==> src/rtl/seq_divider_pkg.sv <==
// rtl/seq_divider_pkg.sv - shared types and constants for the sequential divider
package seq_div_pkg;

  typedef enum logic [1:0] {
    IDLE = 2'd0,
    RUN  = 2'd1,
    DONE = 2'd2
  } div_state_t;

  // Defaults match the 2x2 multiplier family: 4-bit product, 2-bit operand
  localparam int DEF_DW = 4;
  localparam int DEF_VW = 2;

  // Fill bit for the quotient reported on a zero divisor (all ones)
  localparam logic DBZ_Q_FILL = 1'b1;

endpackage

==> src/rtl/seq_divider_if.sv <==
// rtl/seq_divider_if.sv - operand/result handshake bundle for the sequential divider
interface seq_divider_if
  import seq_div_pkg::*;
#(
  parameter int DW = DEF_DW,
  parameter int VW = DEF_VW
);

  logic          in_valid;
  logic          in_ready;
  logic [DW-1:0] dividend;
  logic [VW-1:0] divisor;
  logic          out_valid;
  logic          out_ready;
  logic [DW-1:0] quotient;
  logic [VW-1:0] remainder;
  logic          div_by_zero;

  modport master (
    output in_valid, dividend, divisor, out_ready,
    input  in_ready, out_valid, quotient, remainder, div_by_zero
  );

  modport slave (
    input  in_valid, dividend, divisor, out_ready,
    output in_ready, out_valid, quotient, remainder, div_by_zero
  );

endinterface

==> src/rtl/seq_divider_div_step.sv <==
// rtl/seq_divider_div_step.sv - one combinational restoring division step
module div_step #(
  parameter int VW = 2
) (
  input  logic [VW:0]   r_in,
  input  logic [VW-1:0] d_in,
  input  logic          bit_in,
  output logic [VW:0]   r_out,
  output logic          q_bit
);

  logic [VW:0] trial;
  logic [VW:0] d_ext;
  logic        unused_r_msb;

  // The partial remainder never carries into its top bit, so only the low VW bits shift up
  assign trial        = {r_in[VW-1:0], bit_in};
  assign d_ext        = {1'b0, d_in};
  assign unused_r_msb = r_in[VW];

  // Subtract the divisor only when the trial value covers it; otherwise keep the trial value
  always_comb begin
    q_bit = 1'b0;
    r_out = trial;
    if (trial >= d_ext) begin
      q_bit = 1'b1;
      r_out = trial - d_ext;
    end
  end

endmodule

==> src/rtl/seq_divider.sv <==
// rtl/seq_divider.sv - iterative restoring radix-2 unsigned divider with valid/ready on both sides
module seq_divider
  import seq_div_pkg::*;
#(
  parameter int DW = DEF_DW,
  parameter int VW = DEF_VW
) (
  input logic          clk,
  input logic          rst_n,
  seq_divider_if.slave bus
);

  localparam int CW = $clog2(DW + 1);

  div_state_t    state;
  logic [DW-1:0] q_reg;
  logic [VW-1:0] d_reg;
  logic [VW:0]   r_reg;
  logic [CW-1:0] count;

  logic          in_ready_r;
  logic          out_valid_r;
  logic [DW-1:0] quot_r;
  logic [VW-1:0] rem_r;
  logic          dbz_r;

  logic [VW:0]   r_next;
  logic          q_bit;
  logic [DW-1:0] q_next;

  div_step #(.VW(VW)) u_step (
    .r_in   (r_reg),
    .d_in   (d_reg),
    .bit_in (q_reg[DW-1]),
    .r_out  (r_next),
    .q_bit  (q_bit)
  );

  // Dividend bits leave at the MSB while quotient bits enter at the LSB
  assign q_next = (q_reg << 1) | DW'(q_bit);

  assign bus.in_ready    = in_ready_r;
  assign bus.out_valid   = out_valid_r;
  assign bus.quotient    = quot_r;
  assign bus.remainder   = rem_r;
  assign bus.div_by_zero = dbz_r;

  // Control FSM and datapath; handshake flags are registered next to the state they decode
  always_ff @(posedge clk or negedge rst_n) begin
    if (!rst_n) begin
      state       <= IDLE;
      q_reg       <= '0;
      d_reg       <= '0;
      r_reg       <= '0;
      count       <= '0;
      in_ready_r  <= 1'b1;
      out_valid_r <= 1'b0;
      quot_r      <= '0;
      rem_r       <= '0;
      dbz_r       <= 1'b0;
    end else begin
      case (state)
        IDLE: begin
          if (bus.in_valid && in_ready_r) begin
            q_reg      <= bus.dividend;
            d_reg      <= bus.divisor;
            r_reg      <= '0;
            in_ready_r <= 1'b0;
            if (bus.divisor == '0) begin
              state       <= DONE;
              out_valid_r <= 1'b1;
              quot_r      <= {DW{DBZ_Q_FILL}};
              rem_r       <= '0;
              dbz_r       <= 1'b1;
            end else begin
              state <= RUN;
              count <= CW'(DW);
            end
          end
        end
        RUN: begin
          q_reg <= q_next;
          r_reg <= r_next;
          count <= count - CW'(1);
          if (count == CW'(1)) begin
            state       <= DONE;
            out_valid_r <= 1'b1;
            quot_r      <= q_next;
            rem_r       <= r_next[VW-1:0];
            dbz_r       <= 1'b0;
          end
        end
        DONE: begin
          if (bus.out_ready) begin
            state       <= IDLE;
            out_valid_r <= 1'b0;
            in_ready_r  <= 1'b1;
          end
        end
        default: begin
          state       <= IDLE;
          out_valid_r <= 1'b0;
          in_ready_r  <= 1'b1;
        end
      endcase
    end
  end

endmodule

==> src/flat_wrapper.sv <==
// flat-port wrapper written by rule: the top's interface ports become plain ports
module seq_divider_flat import seq_div_pkg::*;
#(
  parameter int DW = DEF_DW,
  parameter int VW = DEF_VW
)
  (clk, rst_n, bus_in_valid, bus_dividend, bus_divisor, bus_out_ready, bus_in_ready, bus_out_valid, bus_quotient, bus_remainder, bus_div_by_zero);
  seq_divider_if #(.DW(DW), .VW(VW)) bus_i ();
  input logic clk;
  input logic rst_n;
  input wire logic [$bits(bus_i.in_valid)-1:0] bus_in_valid;
  input wire logic [$bits(bus_i.dividend)-1:0] bus_dividend;
  input wire logic [$bits(bus_i.divisor)-1:0] bus_divisor;
  input wire logic [$bits(bus_i.out_ready)-1:0] bus_out_ready;
  output wire logic [$bits(bus_i.in_ready)-1:0] bus_in_ready;
  output wire logic [$bits(bus_i.out_valid)-1:0] bus_out_valid;
  output wire logic [$bits(bus_i.quotient)-1:0] bus_quotient;
  output wire logic [$bits(bus_i.remainder)-1:0] bus_remainder;
  output wire logic [$bits(bus_i.div_by_zero)-1:0] bus_div_by_zero;
  assign bus_i.in_valid = bus_in_valid;
  assign bus_i.dividend = bus_dividend;
  assign bus_i.divisor = bus_divisor;
  assign bus_i.out_ready = bus_out_ready;
  assign bus_in_ready = bus_i.in_ready;
  assign bus_out_valid = bus_i.out_valid;
  assign bus_quotient = bus_i.quotient;
  assign bus_remainder = bus_i.remainder;
  assign bus_div_by_zero = bus_i.div_by_zero;
  seq_divider #(.DW(DW), .VW(VW)) u_core (.clk(clk), .rst_n(rst_n), .bus(bus_i));
endmodule
==> config.mk <==
export PLATFORM = sky130hd
export DESIGN_NAME = seq_divider_flat
export DESIGN_NICKNAME = d
export VERILOG_FILES = /design/src/rtl/seq_divider_pkg.sv /design/src/rtl/seq_divider_if.sv /design/src/rtl/seq_divider_div_step.sv /design/src/rtl/seq_divider.sv /design/src/flat_wrapper.sv
export SDC_FILE = /design/constraint.sdc
export NUM_CORES = 1
export LEC_CHECK = 0
export BUFFER_PORTS_ARGS = -buffer_cell sky130_fd_sc_hd__buf_2
export CORE_MARGIN = 3
export CORE_UTILIZATION = 49
export CTS_CLUSTER_SIZE = 16
export DETAILED_ROUTE_END_ITERATION = 10
export PLACE_DENSITY_LB_ADDON = 0.12
export SLEW_MARGIN = 20
export SYNTH_ARGS = -nofsm -noshare
export SYNTH_HDL_FRONTEND = slang
export SYNTH_SLANG_ARGS = --single-unit
==> constraint.sdc <==
create_clock -name clk -period 1.85 [get_ports clk]
set_input_delay 0.0925 -clock clk [delete_from_list [all_inputs] [get_ports clk]]
set_output_delay 0.0925 -clock clk [all_outputs]
set_load 0.02 [all_outputs]
# Word level (Yosys, flattened, before mapping)
# Cells that the tools add are included.
dict set report totals {
  reg_bits 22
  out_inout_bits 9
  memories 0
  romBits 0
  ramBits 0
  wordCells 66
  latchBits 0
  inputBits 10
}
dict set report op_classes {
  div_mod_pow 0
  n_addsub 2
  n_eq_ne 8
  n_bitwise 2
  order_cmp 1
  shift 0
  multipliers 0
  n_mux 32
  n_reduce_logical 11
}
# op count
set op_table {}
lappend op_table {{$mux W2} 9}
lappend op_table {{$mux W4} 4}
lappend op_table {{$pmux W4 S2} 2}
lappend op_table {{$reduce_and A3 Y1} 3}
lappend op_table {{$mux W1} 8}
lappend op_table {{$pmux W2 S2} 2}
lappend op_table {{$reduce_and A4 Y1} 2}
lappend op_table {{$mux W3} 2}
lappend op_table {{$ne A2 B1 Y1 const B} 3}
lappend op_table {{$pmux W1 S3} 2}
lappend op_table {{$pmux W2 S3} 1}
lappend op_table {{$pmux W3 S2} 1}
lappend op_table {{$logic_not A2 Y1} 2}
lappend op_table {{$ne A2 B2 Y1 const B} 2}
lappend op_table {{$or A4 B1 Y4} 1}
lappend op_table {{$reduce_and A2 Y1} 2}
lappend op_table {{$eq A3 B1 Y1 const B} 1}
lappend op_table {{$ge A3 B2 Y1} 1}
lappend op_table {{$sub A3 B1 Y3 const B} 1}
lappend op_table {{$eq A2 B1 Y1 const B} 1}
lappend op_table {{$eq A2 B2 Y1 const B} 1}
lappend op_table {{$pmux W1 S2} 1}
lappend op_table {{$reduce_bool A2 Y1} 1}
lappend op_table {{$sub A2 B2 Y2} 1}
lappend op_table {{other kinds (2)} 2}

# Longest topological paths before layout
# Gate-level depths: netlist of the first run.
dict set report logic_depth {
  depth_word 5
  ltp_mapped 5
}

# Cells and area by module
# A second synthesis of the first run with hierarchy kept.
dict set report unflattened {
  cells_unflattened 114
  hier_area_um2 1187.4
}
# module area_per_inst_um2 seq_area_each_um2 cells_per_inst instances
set by_module_without_submodules {}
lappend by_module_without_submodules {seq_divider 1053.5 576.8 98 1}
lappend by_module_without_submodules {div_step 133.9 0.0 16 1}

# Worst setup path before layout of the first run
# No wires, ideal clock.
dict set report synth_path {
  path_type {reg2reg}
  from {register u_core.r_reg[0]}
  to {register u_core.rem_r[1] (netlist: u_core.bus.remainder[1])}
  synth_period_minus_slack_ns 1.572
  t_arrival_ns 1.445
  setup_time_ns 0.128
  path_buffers 0
  path_stages_with_launch 5
  slack_ns 0.278
  cell_sequence {dfrtp_1 -> ha_1 -> a2111oi_0 -> a2111oi_1 -> mux2_1}
}
dict set report synth_via {
  elab_chain_len 4
  elab_cells_between_ends 5
  classes_between {1 x add/sub; 1 x order compare; 3 x mux}
}
# item line_no
set synth_rtl {}
lappend synth_rtl {{start: declaration} seq_divider.sv:18} ;# logic [VW:0] r_reg;
lappend synth_rtl {{start signal: assignment} seq_divider.sv:83} ;# r_reg <= r_next;
lappend synth_rtl {{$ge A3 B2 Y1 or $sub A2 B2 Y2 (tied branches)} {seq_divider_div_step.sv:25, seq_divider_div_step.sv:27}}
lappend synth_rtl {{$mux W2 *} seq_divider_div_step.sv:25} ;# if (trial >= d_ext) begin
lappend synth_rtl {{$mux W2 *} seq_divider.sv:85} ;# if (count == CW'(1)) begin
lappend synth_rtl {{$pmux W2 S2 *} seq_divider.sv:62} ;# case (state)
lappend synth_rtl {{end signal: assignment} seq_divider.sv:89} ;# rem_r <= r_next[VW-1:0];
lappend synth_rtl {{end: declaration} seq_divider.sv:24} ;# logic [VW-1:0] rem_r;
# Mark *: on every way between the ends. The rest lies on a longest branch, timed or not. The select of a mux whose other input is x is not followed.
# A chain may end at the register's enable or synchronous reset.

# Final worst setup path of the first run
# Ends and elaborated chain as after synthesis.

==> flow_metrics.py, run 1 <==
metrics = {
    "timing": {
        "setup_viol": 0,
        "fin_skew_ps": 5.41,
        "fmax_mhz": 594,
        "slew_violations": 0,
        "finalHoldViolations": 0,
        "setup_tns_ps": 0,
        "finalCritPeriodShare_pct": 90.9,
        "min_period_ps": 1680,
        "slew_headroom_pct": 66.4,
        "worst_slew_pin_slew_ps": 504,
        "grt_setup_unrepaired": "false",
    },
    "routing": {
        "vias_per_cell": 5.41,
        "wl_mm": 2.27,
        "drc_errors": 0,
        "first_pass_iters": 3,
        "routedWlPerCell_microns": 14.5,
        "ant_nets": 0,
        "detail_route.iter0.violations": 13,
        "num_vias": 850,
    },
    "die": {
        "die_h_microns": 53.5,
        "coreArea_sq_mm": 0.00204,
        "dieWidth_microns": 53.5,
        "start_util_pct": 54.1,
        "num_rows": 16,
        "ios": 19,
        "dieArea_sq_mm": 0.00286,
    },
    "power_and_ir_drop": {
        "power_frac_comb_pct": 46.3,
        "swShare_pct": 39.9,
        "p_switching_mw": 0.809,
        "ir_drop_mv": 0.802,
        "pwr-share-seq_pct": 40.7,
        "cellPowerDensity_mw_per_mm2": 1550,
        "clkPwrFrac_pct": 13.0,
        "p_leak_nw": 0.641,
        "p_total_mw": 2.03,
        "p_int_mw": 1.22,
    },
    "logic_synthesis": {
        "synth_xor_area_share_pct": 0,
        "ys_types": 36,
        "synth_top_family_by_area": "compound AO/OA/AOI/OAI gates",
        "yosysWarnings": 0,
        "synth_area_leaders": "dfrtp_1 (48%), a21oi_1 (4.5%), ha_1 (4.5%)",
        "synth_area_per_cell_sq_um": 10.6,
        "synth_compound_area_share_pct": 21.0,
        "yosysSeqAreaShare_pct": 49.9,
        "yosys.area_share.simple_pct": 15.2,
        "synth_fa_ha_area_share_pct": 4.53,
        "synth.top_cell.area_share_pct": 47.6,
        "synthCells": 104,
        "synthMuxAreaShare_pct": 3.85,
        "syn-cell-area_sq_mm": 0.00110,
        "ys_ff_latch": 22,
        "synth_fp_nets": 118,
        "netlist.top_cell.by_area": "dfrtp_1",
    },
    "critical_path": {
        "crit_chain": "ha_1, a2111oi_1, a2111oi_1, mux2_1",
        "cp_slowest_cell": "dfrtp_1",
        "criticalPathCategory": "register to register",
        "crit_arrival_ps": 1880,
        "critical_path.startpoint": "u_core.r_reg[0]",
        "crit_path_max_incr_delay_ps": 420,
        "start_kind": "register",
        "r2r-start": "u_core.r_reg[0]",
        "r2r.worst_path.cells": 4,
        "crit_path_frequent_cell": "a2111oi_1",
        "path_max_fanout": 6,
        "end_kind": "register",
        "worstPathRequired_ps": 2050,
    },
    "place": {
        "dp_hpwl_mm": 1.71,
        "io_buffers": 18,
        "place.gp.congestion": 0.860,
    },
    "grt": {
        "grt_pass1_vias": 840,
        "grt.overflow.total": 0,
        "grt_max_degree": 23,
        "grt_use_total_pct": 18.4,
        "grt_pass1_wl_mm": 3.77,
        "antenna_found_initial": 0,
    },
    "clock_tree": {
        "cts_max_level": 1,
        "cts_setup_buffers": 0,
        "clockBufferDepth": 2,
        "root_buffer": "clkbuf_4",
        "clkLatencyLatePin_ps": 300,
        "clock_sinks": 22,
        "cts_tree": "built",
        "clkTransAtPathRegs_ps": 120,
        "cts_made_buffers": 3,
    },
    "job": {
        "cap_violations": 0,
    },
    "min_path": {
        "hp-start": "bus_divisor[1]",
        "hold_depth": 3,
        "hold_path_class": "input port to register",
    },
    "final_layout": {
        "area_delta_synth_final_pct": 18.3,
        "nets": 145,
        "final_layout_size_suffix_gt1_share_pct": 23.8,
        "final_common_cell": "dfrtp_1",
        "final_cell_mix": "dfrtp_1 (21), buf_2 (18), inv_1 (10), a21oi_1 (10), nand2_1 (8)",
        "diodes": 0,
    },
    "status": {
        "status": "complete, no violations",
    },
}
final timing paths:
check,slack (ps),end
setup / recovery,170,u_core.bus.remainder[1]
hold / removal,50,u_core.d_reg[1]
setup reg to reg,170,u_core.bus.remainder[1]
hold reg to reg,490,u_core.bus.out_valid
max in group asynchronous,1220,u_core.bus.in_ready
min in group asynchronous,270,u_core.d_reg[0]
area by class of cell:
type	instances	area, sq um
clock buffer	4	36.3
sequential	22	552
inverter	10	37.5
tap	27	33.8
multi-input combinational	68	493
timing repair buffer	26	155
fill	186	734
metrics by stage:
step | instance area (sq um) | instances | setup slack (ps) | utilization (%) | hold WS, ps
6_report | 1310 | 157 | 168 | 64.0 | 45.6
5_1_grt | 1310 | 157 | 38.3 | 64.0 | 54.5
4_1_cts | 1310 | 157 | 138 | 64.0 | 36.5
3_5_place_dp | 1250 | 151 | 143 | 61.2 | 86.9
3_3_place_gp | 1250 | 151 | 223 | 61.2 | 85.1
2_1_floorplan | 1100 | 104 | 278 | - | -203
timing repair:
| item | in CTS | in global routing |
|---|---|---|
| gates resized for setup | 0 | 1 |
| setup endpoints to repair | 0 | 1 |
| hold buffers | 2 | 0 |
| endpoints found under the hold margin | 22 | 0 |
cells by family (layout without fill, tap and decap cells):
group                      count (synthesis)  after routing
and+or+nand+nor                           27             27
adders and majority gates                  4              4
buffers and inverters                     14             40
AOI/OAI and AO/OA                         33             33
DFF                                       22             22
muxes                                      4              4
power by group through the flow:
stage	combinational [mW]	clock, mW	sequential (mW)
global route	1.05	0.292	0.851
finish	0.938	0.263	0.826
global placement	0.897	0	0.820
CTS	0.944	0.270	0.825
detailed placement	0.936	0	0.833
floorplan	0.582	0	0.900
synthesized netlist by cell type, drive strengths merged:
cell     count
o31ai        2
and2         1
nor2b        3
o21ai        5
nand2b       2
o22ai        2
o221ai       1
or2          2
dfrtp       21
clkbuf       2
o2bb2ai      4
dfstp        1
nand2        8
nand3b       1
a21o         1
and4b        3
a211oi       1
o211ai       1
a2111oi      2
ha           4
nand4bb      1
inv         10
a2bb2oi      2
o21a         1
mux2         2
mux2i        2
nor2         2
a21oi       10
nor4         3
buf          2
a21boi       1
and4bb       1
worst max-delay path: cells and delay by family (launching register included):
kind            cells  cell delay (ps)
compound gates      2              490
flops               1              420
fa+ha+maj           1              380
mux                 1              300
layer usage:
metal | GRT usage [%] | wire length, microns | vias up
met1 | 23.0 | 1060 | 400
met2 | 30.8 | 1090 | 16
li1 | - | - | 430
met3 | 2.54 | 94 | 4
met4 | 8.94 | 29 | 0
met5 | 0 | 0 | -
Note: power is estimated with default switching activity, not from simulation.
==> run 2, diff against run 1 <==
SYNTH_HIERARCHICAL = 1   (was default)
==> run 2 against run 1 <==
  * Utilization is 2.4 points lower
  * Clock skew decreased by 2.2 ps
  * Wire length is 5.3% lower
==> flow_metrics.py, run 2 <==
metrics = {
    "critical_path": {
        "worstReg2RegEnd": "u_core/bus.remainder[1]",
        "r2r.worst_path.cells": 7,
        "worstPathRequired_ps": 2090,
        "r2r-start": "u_core/q_reg[3]",
        "crit_chain": "inv_1, ha_1, nand2b_1, a21oi_4, mux2i_1, nand2_1, o21ai_0",
        "path_max_fanout": 3,
        "r2r_slack_ps": 280,
        "end_kind": "register",
        "start_kind": "register",
        "criticalPathCategory": "register to register",
        "crit_path_max_incr_delay_ps": 390,
        "crit_arrival_ps": 1810,
        "cp_top_family": "flip-flops",
        "cp_slowest_cell": "dfrtp_1",
        "crit_buf_inv": 1,
    },
    "final_layout": {
        "fill_cells": 200,
        "area_delta_synth_final_pct": 12.5,
        "final_cell_mix": "dfrtp_1 (21), buf_2 (18), o21ai_0 (12)",
        "nets": 144,
        "final_common_cell": "dfrtp_1",
        "diodes": 0,
        "final_layout_size_suffix_gt1_share_pct": 25.0,
    },
    "logic_synthesis": {
        "synthCells": 110,
        "syn-cell-area_sq_mm": 0.00114,
        "yosysWarnings": 6,
        "synth_fp_nets": 125,
        "synth_area_per_cell_sq_um": 10.4,
    },
    "routing": {
        "ant_nets": 0,
        "wl_mm": 2.15,
        "num_vias": 848,
        "first_pass_iters": 4,
        "vias_per_cell": 5.47,
        "detail_route.iter0.violations": 5,
        "routedWlPerCell_microns": 13.9,
        "drc_errors": 0,
    },
    "timing": {
        "finalCritPeriodShare_pct": 84.7,
        "slew_violations": 0,
        "slew_headroom_pct": 67.7,
        "finalHoldViolations": 0,
        "fin_skew_ps": 3.24,
        "grt_setup_unrepaired": "false",
        "fmax_mhz": 638,
        "worst_slew_pin_slew_ps": 484,
        "setup_viol": 0,
        "setup_tns_ps": 0,
        "worst_slack_ps": 282,
        "min_period_ps": 1570,
    },
    "power_and_ir_drop": {
        "p_leak_nw": 0.603,
        "p_total_mw": 2.31,
        "ir_drop_mv": 0.930,
        "cellPowerDensity_mw_per_mm2": 1800,
    },
    "min_path": {
        "hold_path_end": "u_core/d_reg[0]",
        "hold_path_class": "input port to register",
        "hold_depth": 2,
        "hp-start": "bus_divisor[0]",
    },
    "job": {
        "cap_violations": 0,
    },
    "grt": {
        "antenna_found_initial": 0,
        "grt_pass1_vias": 854,
        "grt_use_total_pct": 17.6,
        "grt.overflow.total": 0,
        "grt_pass1_wl_mm": 3.68,
        "grt_max_degree": 23,
    },
    "die": {
        "dieArea_sq_mm": 0.00294,
        "ios": 19,
        "dieWidth_microns": 54.3,
        "num_rows": 16,
        "coreArea_sq_mm": 0.00208,
        "start_util_pct": 54.8,
        "die_h_microns": 54.3,
    },
    "clock_tree": {
        "cts_max_level": 1,
        "root_buffer": "clkbuf_4",
        "clkLatencyLatePin_ps": 310,
        "clockBufferDepth": 2,
        "cts_made_buffers": 3,
        "clkTransAtPathRegs_ps": 120,
        "cts_tree": "built",
        "clock_sinks": 22,
    },
    "place": {
        "post-place-ws_ps": 302,
        "dp_hpwl_mm": 1.66,
        "place.gp.congestion": 0.812,
        "io_buffers": 18,
    },
    "status": {
        "status": "complete, no violations",
    },
}
[run 2: through the flow]
stage          cells  hold slack, ps  instance area, sq um  util [%]
3_5_place_dp     150            82.5                  1240      59.4
6_report         155            59.2                  1280      61.7
5_1_grt          155            51.0                  1280      61.7
3_3_place_gp     150            84.9                  1240      59.4
2_1_floorplan    110            -203                  1140         -
4_1_cts          155            47.2                  1280      61.7
[run 2: how the worst max path moves through the flow]
stage                                    from                      end  slack, ps  depth (start not counted)
after global placement        u_core/q_reg[3]  u_core/bus.remainder[1]        330                          7
after CTS                     u_core/q_reg[3]  u_core/bus.remainder[1]        270                          7
final                         u_core/q_reg[3]  u_core/bus.remainder[1]        280                          7
after global routing          u_core/d_reg[0]  u_core/bus.remainder[1]        190                          6
after floorplan           u_core/bus.in_ready          u_core/r_reg[1]        370                          4
after detailed placement      u_core/q_reg[3]  u_core/bus.remainder[1]        300                          7
[run 2: cell type report]
cell class / count / area (sq um) / share of cell area [%]
flip-flops and latches: 22 / 552 / 43.0
well taps: 27 / 33.8 / 2.63
clock buffers: 4 / 36.3 / 2.83
multi-input cells: 75 / 532 / 41.4
inverters: 8 / 30.0 / 2.34
repair buffers: 19 / 100 / 7.80
[run 2: layer usage]
metal	vias up	part of all wire (%)	GRT usage [%]
met5	-	0	0
met4	0	1.8	8.71
met3	5	2.7	2.45
met2	13	50	30.9
met1	411	46	20.8
li1	419	-	-
[run 2: where the power goes]
part | internal [mW] | switching [mW]
Combinational | 0.514 | 0.616
Clock | 0.120 | 0.151
Sequential | 0.717 | 0.193
Total | 1.35 | 0.960
[run 2: timing repair]
action / CTS / global route
setup endpoints to repair: 0 / 0
hold buffers: 1 / 0
setup buffers: 0 / 0
hold endpoints to repair: 21 / 0
gates resized for setup: 0 / 0
==> run 3, diff against run 2 <==
clock period = 1.55 ns   (was 1.85 ns; I/O delays follow)
==> run 3 against run 2 <==
  * Sequential share of layout area decreased by 1.6 points
  * Global-route usage down 0.26 points
  * Largest cell class unchanged
  * Worst setup slack got worse by 250 ps
  * Die area stayed put
==> flow_metrics.py, run 3 (synthesized netlist as in run 2, its figures left out) <==
metrics = {
    "place": {
        "place.gp.congestion": 0.798,
        "dp_hpwl_mm": 1.67,
        "io_buffers": 18,
        "place_area_sq_mm": 0.00126,
    },
    "clock_tree": {
        "cts_made_buffers": 3,
        "clock_sinks": 22,
        "root_buffer": "clkbuf_4",
        "clockBufferDepth": 2,
        "cts_max_level": 1,
        "clkLatencyLatePin_ps": 310,
        "cts_tree": "built",
        "clkTransAtPathRegs_ps": 120,
    },
    "routing": {
        "ant_nets": 0,
        "wl_mm": 2.24,
        "drc_errors": 0,
        "routedWlPerCell_microns": 14.1,
        "first_pass_iters": 4,
        "detail_route.iter0.violations": 18,
        "vias_per_cell": 5.46,
        "num_vias": 868,
    },
    "timing": {
        "finalHoldViolations": 0,
        "fin_skew_ps": 7.12,
        "finalCritPeriodShare_pct": 98.0,
        "slew_violations": 0,
        "min_period_ps": 1520,
        "worst_slew_pin_slew_ps": 490,
        "holdWs_ps": 45.1,
        "slew_headroom_pct": 67.3,
        "fmax_mhz": 658,
        "setup_viol": 0,
    },
    "final_layout": {
        "diodes": 0,
        "final_layout_size_suffix_gt1_share_pct": 28.8,
        "final_common_cell": "dfrtp_1",
        "multi_input_area_sq_um": 552,
        "final_cell_mix": "dfrtp_1 (21), buf_2 (18), o21ai_0 (12)",
        "area_delta_synth_final_pct": 16.9,
        "register_area_sq_um": 552,
        "fill_cells": 177,
        "nets": 148,
        "design_area_sq_mm": 0.00133,
        "fin_util_pct": 64.1,
    },
    "power_and_ir_drop": {
        "p_leak_nw": 0.629,
        "ir_drop_mv": 1.10,
        "cellPowerDensity_mw_per_mm2": 2180,
    },
    "die": {
        "die_h_microns": 54.3,
        "ios": 19,
        "dieWidth_microns": 54.3,
        "num_rows": 16,
        "dieArea_sq_mm": 0.00294,
        "coreArea_sq_mm": 0.00208,
        "start_util_pct": 54.8,
    },
    "grt": {
        "grt_pass1_wl_mm": 3.70,
        "grt.overflow.total": 0,
        "grt_max_degree": 23,
        "antenna_found_initial": 0,
        "grt_use_total_pct": 17.3,
        "grt_pass1_vias": 887,
    },
    "critical_path": {
        "crit_arrival_ps": 1750,
        "worstPathRequired_ps": 1780,
        "criticalPathCategory": "register to register",
        "path_max_fanout": 3,
        "end_kind": "register",
        "r2r.worst_path.cells": 7,
        "start_kind": "register",
    },
    "job": {
        "cap_violations": 0,
    },
    "min_path": {
        "hold_path_class": "input port to register",
        "hold_depth": 2,
    },
    "status": {
        "status": "complete, no violations",
    },
}
==> run 3: cell types whose count changed in the layout (fill, tap and decap cells not counted), sizes merged <==
cell and delta:
buf +4
==> run 3: final timing paths <==
| check | slack [ps] | startpoint | end |
|---|---|---|---|
| setup / recovery | 30 | u_core/q_reg[3] | u_core/bus.remainder[1] |
| hold / removal | 50 | bus_divisor[1] | u_core/d_reg[1] |
| setup reg to reg | 30 | u_core/q_reg[3] | u_core/bus.remainder[1] |
| hold reg to reg | 490 | u_core/bus.out_valid | u_core/bus.out_valid |
| max in group asynchronous | 950 | rst_n | u_core/bus.in_ready |
| min in group asynchronous | 240 | rst_n | u_core/count[2] |
==> run 3: per-layer routing <==
| layer | global-route usage, % | share of wire, % |
|---|---|---|
| met3 | 4.09 | 3.5 |
| met4 | 3.73 | 1.5 |
| met1 | 21.6 | 46 |
| met5 | 0 | 0 |
| met2 | 30.3 | 49 |
==> run 3: what timing repair did <==
action / in CTS / in global routing
gates resized for setup: 0 / 3
setup buffers: 0 / 1
hold buffers: 1 / 0
endpoints found under the setup margin: 0 / 3
hold endpoints to repair: 21 / 0
==> run 3: area by class of cell <==
type | instances | area share, %
clock buffer | 4 | 2.72
inverter | 8 | 2.25
multi-input combinational | 75 | 41.4
sequential | 22 | 41.4
tap | 27 | 2.53
timing repair buffer | 23 | 9.76
==> run 3: metrics by stage <==
stage,setup TNS [ps],worst slack [ps],cells,total power [mW]
global placement,0,83.2,153,2.44
finish,0,30.4,159,2.91
detailed placement,0,35.4,153,2.50
floorplan,0,72.4,110,2.14
global route,-9.25,-9.25,159,3.14
CTS,0,6.98,158,2.82
==> run 3: where the power goes <==
group	switching (mW)	leakage [nW]	total, mW	internal, mW
clock network	0.173	0.0210	0.317	0.143
registers	0.216	0.260	1.07	0.856
logic	0.801	0.348	1.52	0.721
total	1.19	0.629	2.91	1.72
==> run 3: critical path: stages, from the launching register on <==
cell and delay [ps]:
dfrtp_1 420, inv_1 120, ha_4 210, nand2b_4 140, a21oi_4 160, mux2i_1 240, nand2_1 70, o21ai_0 80
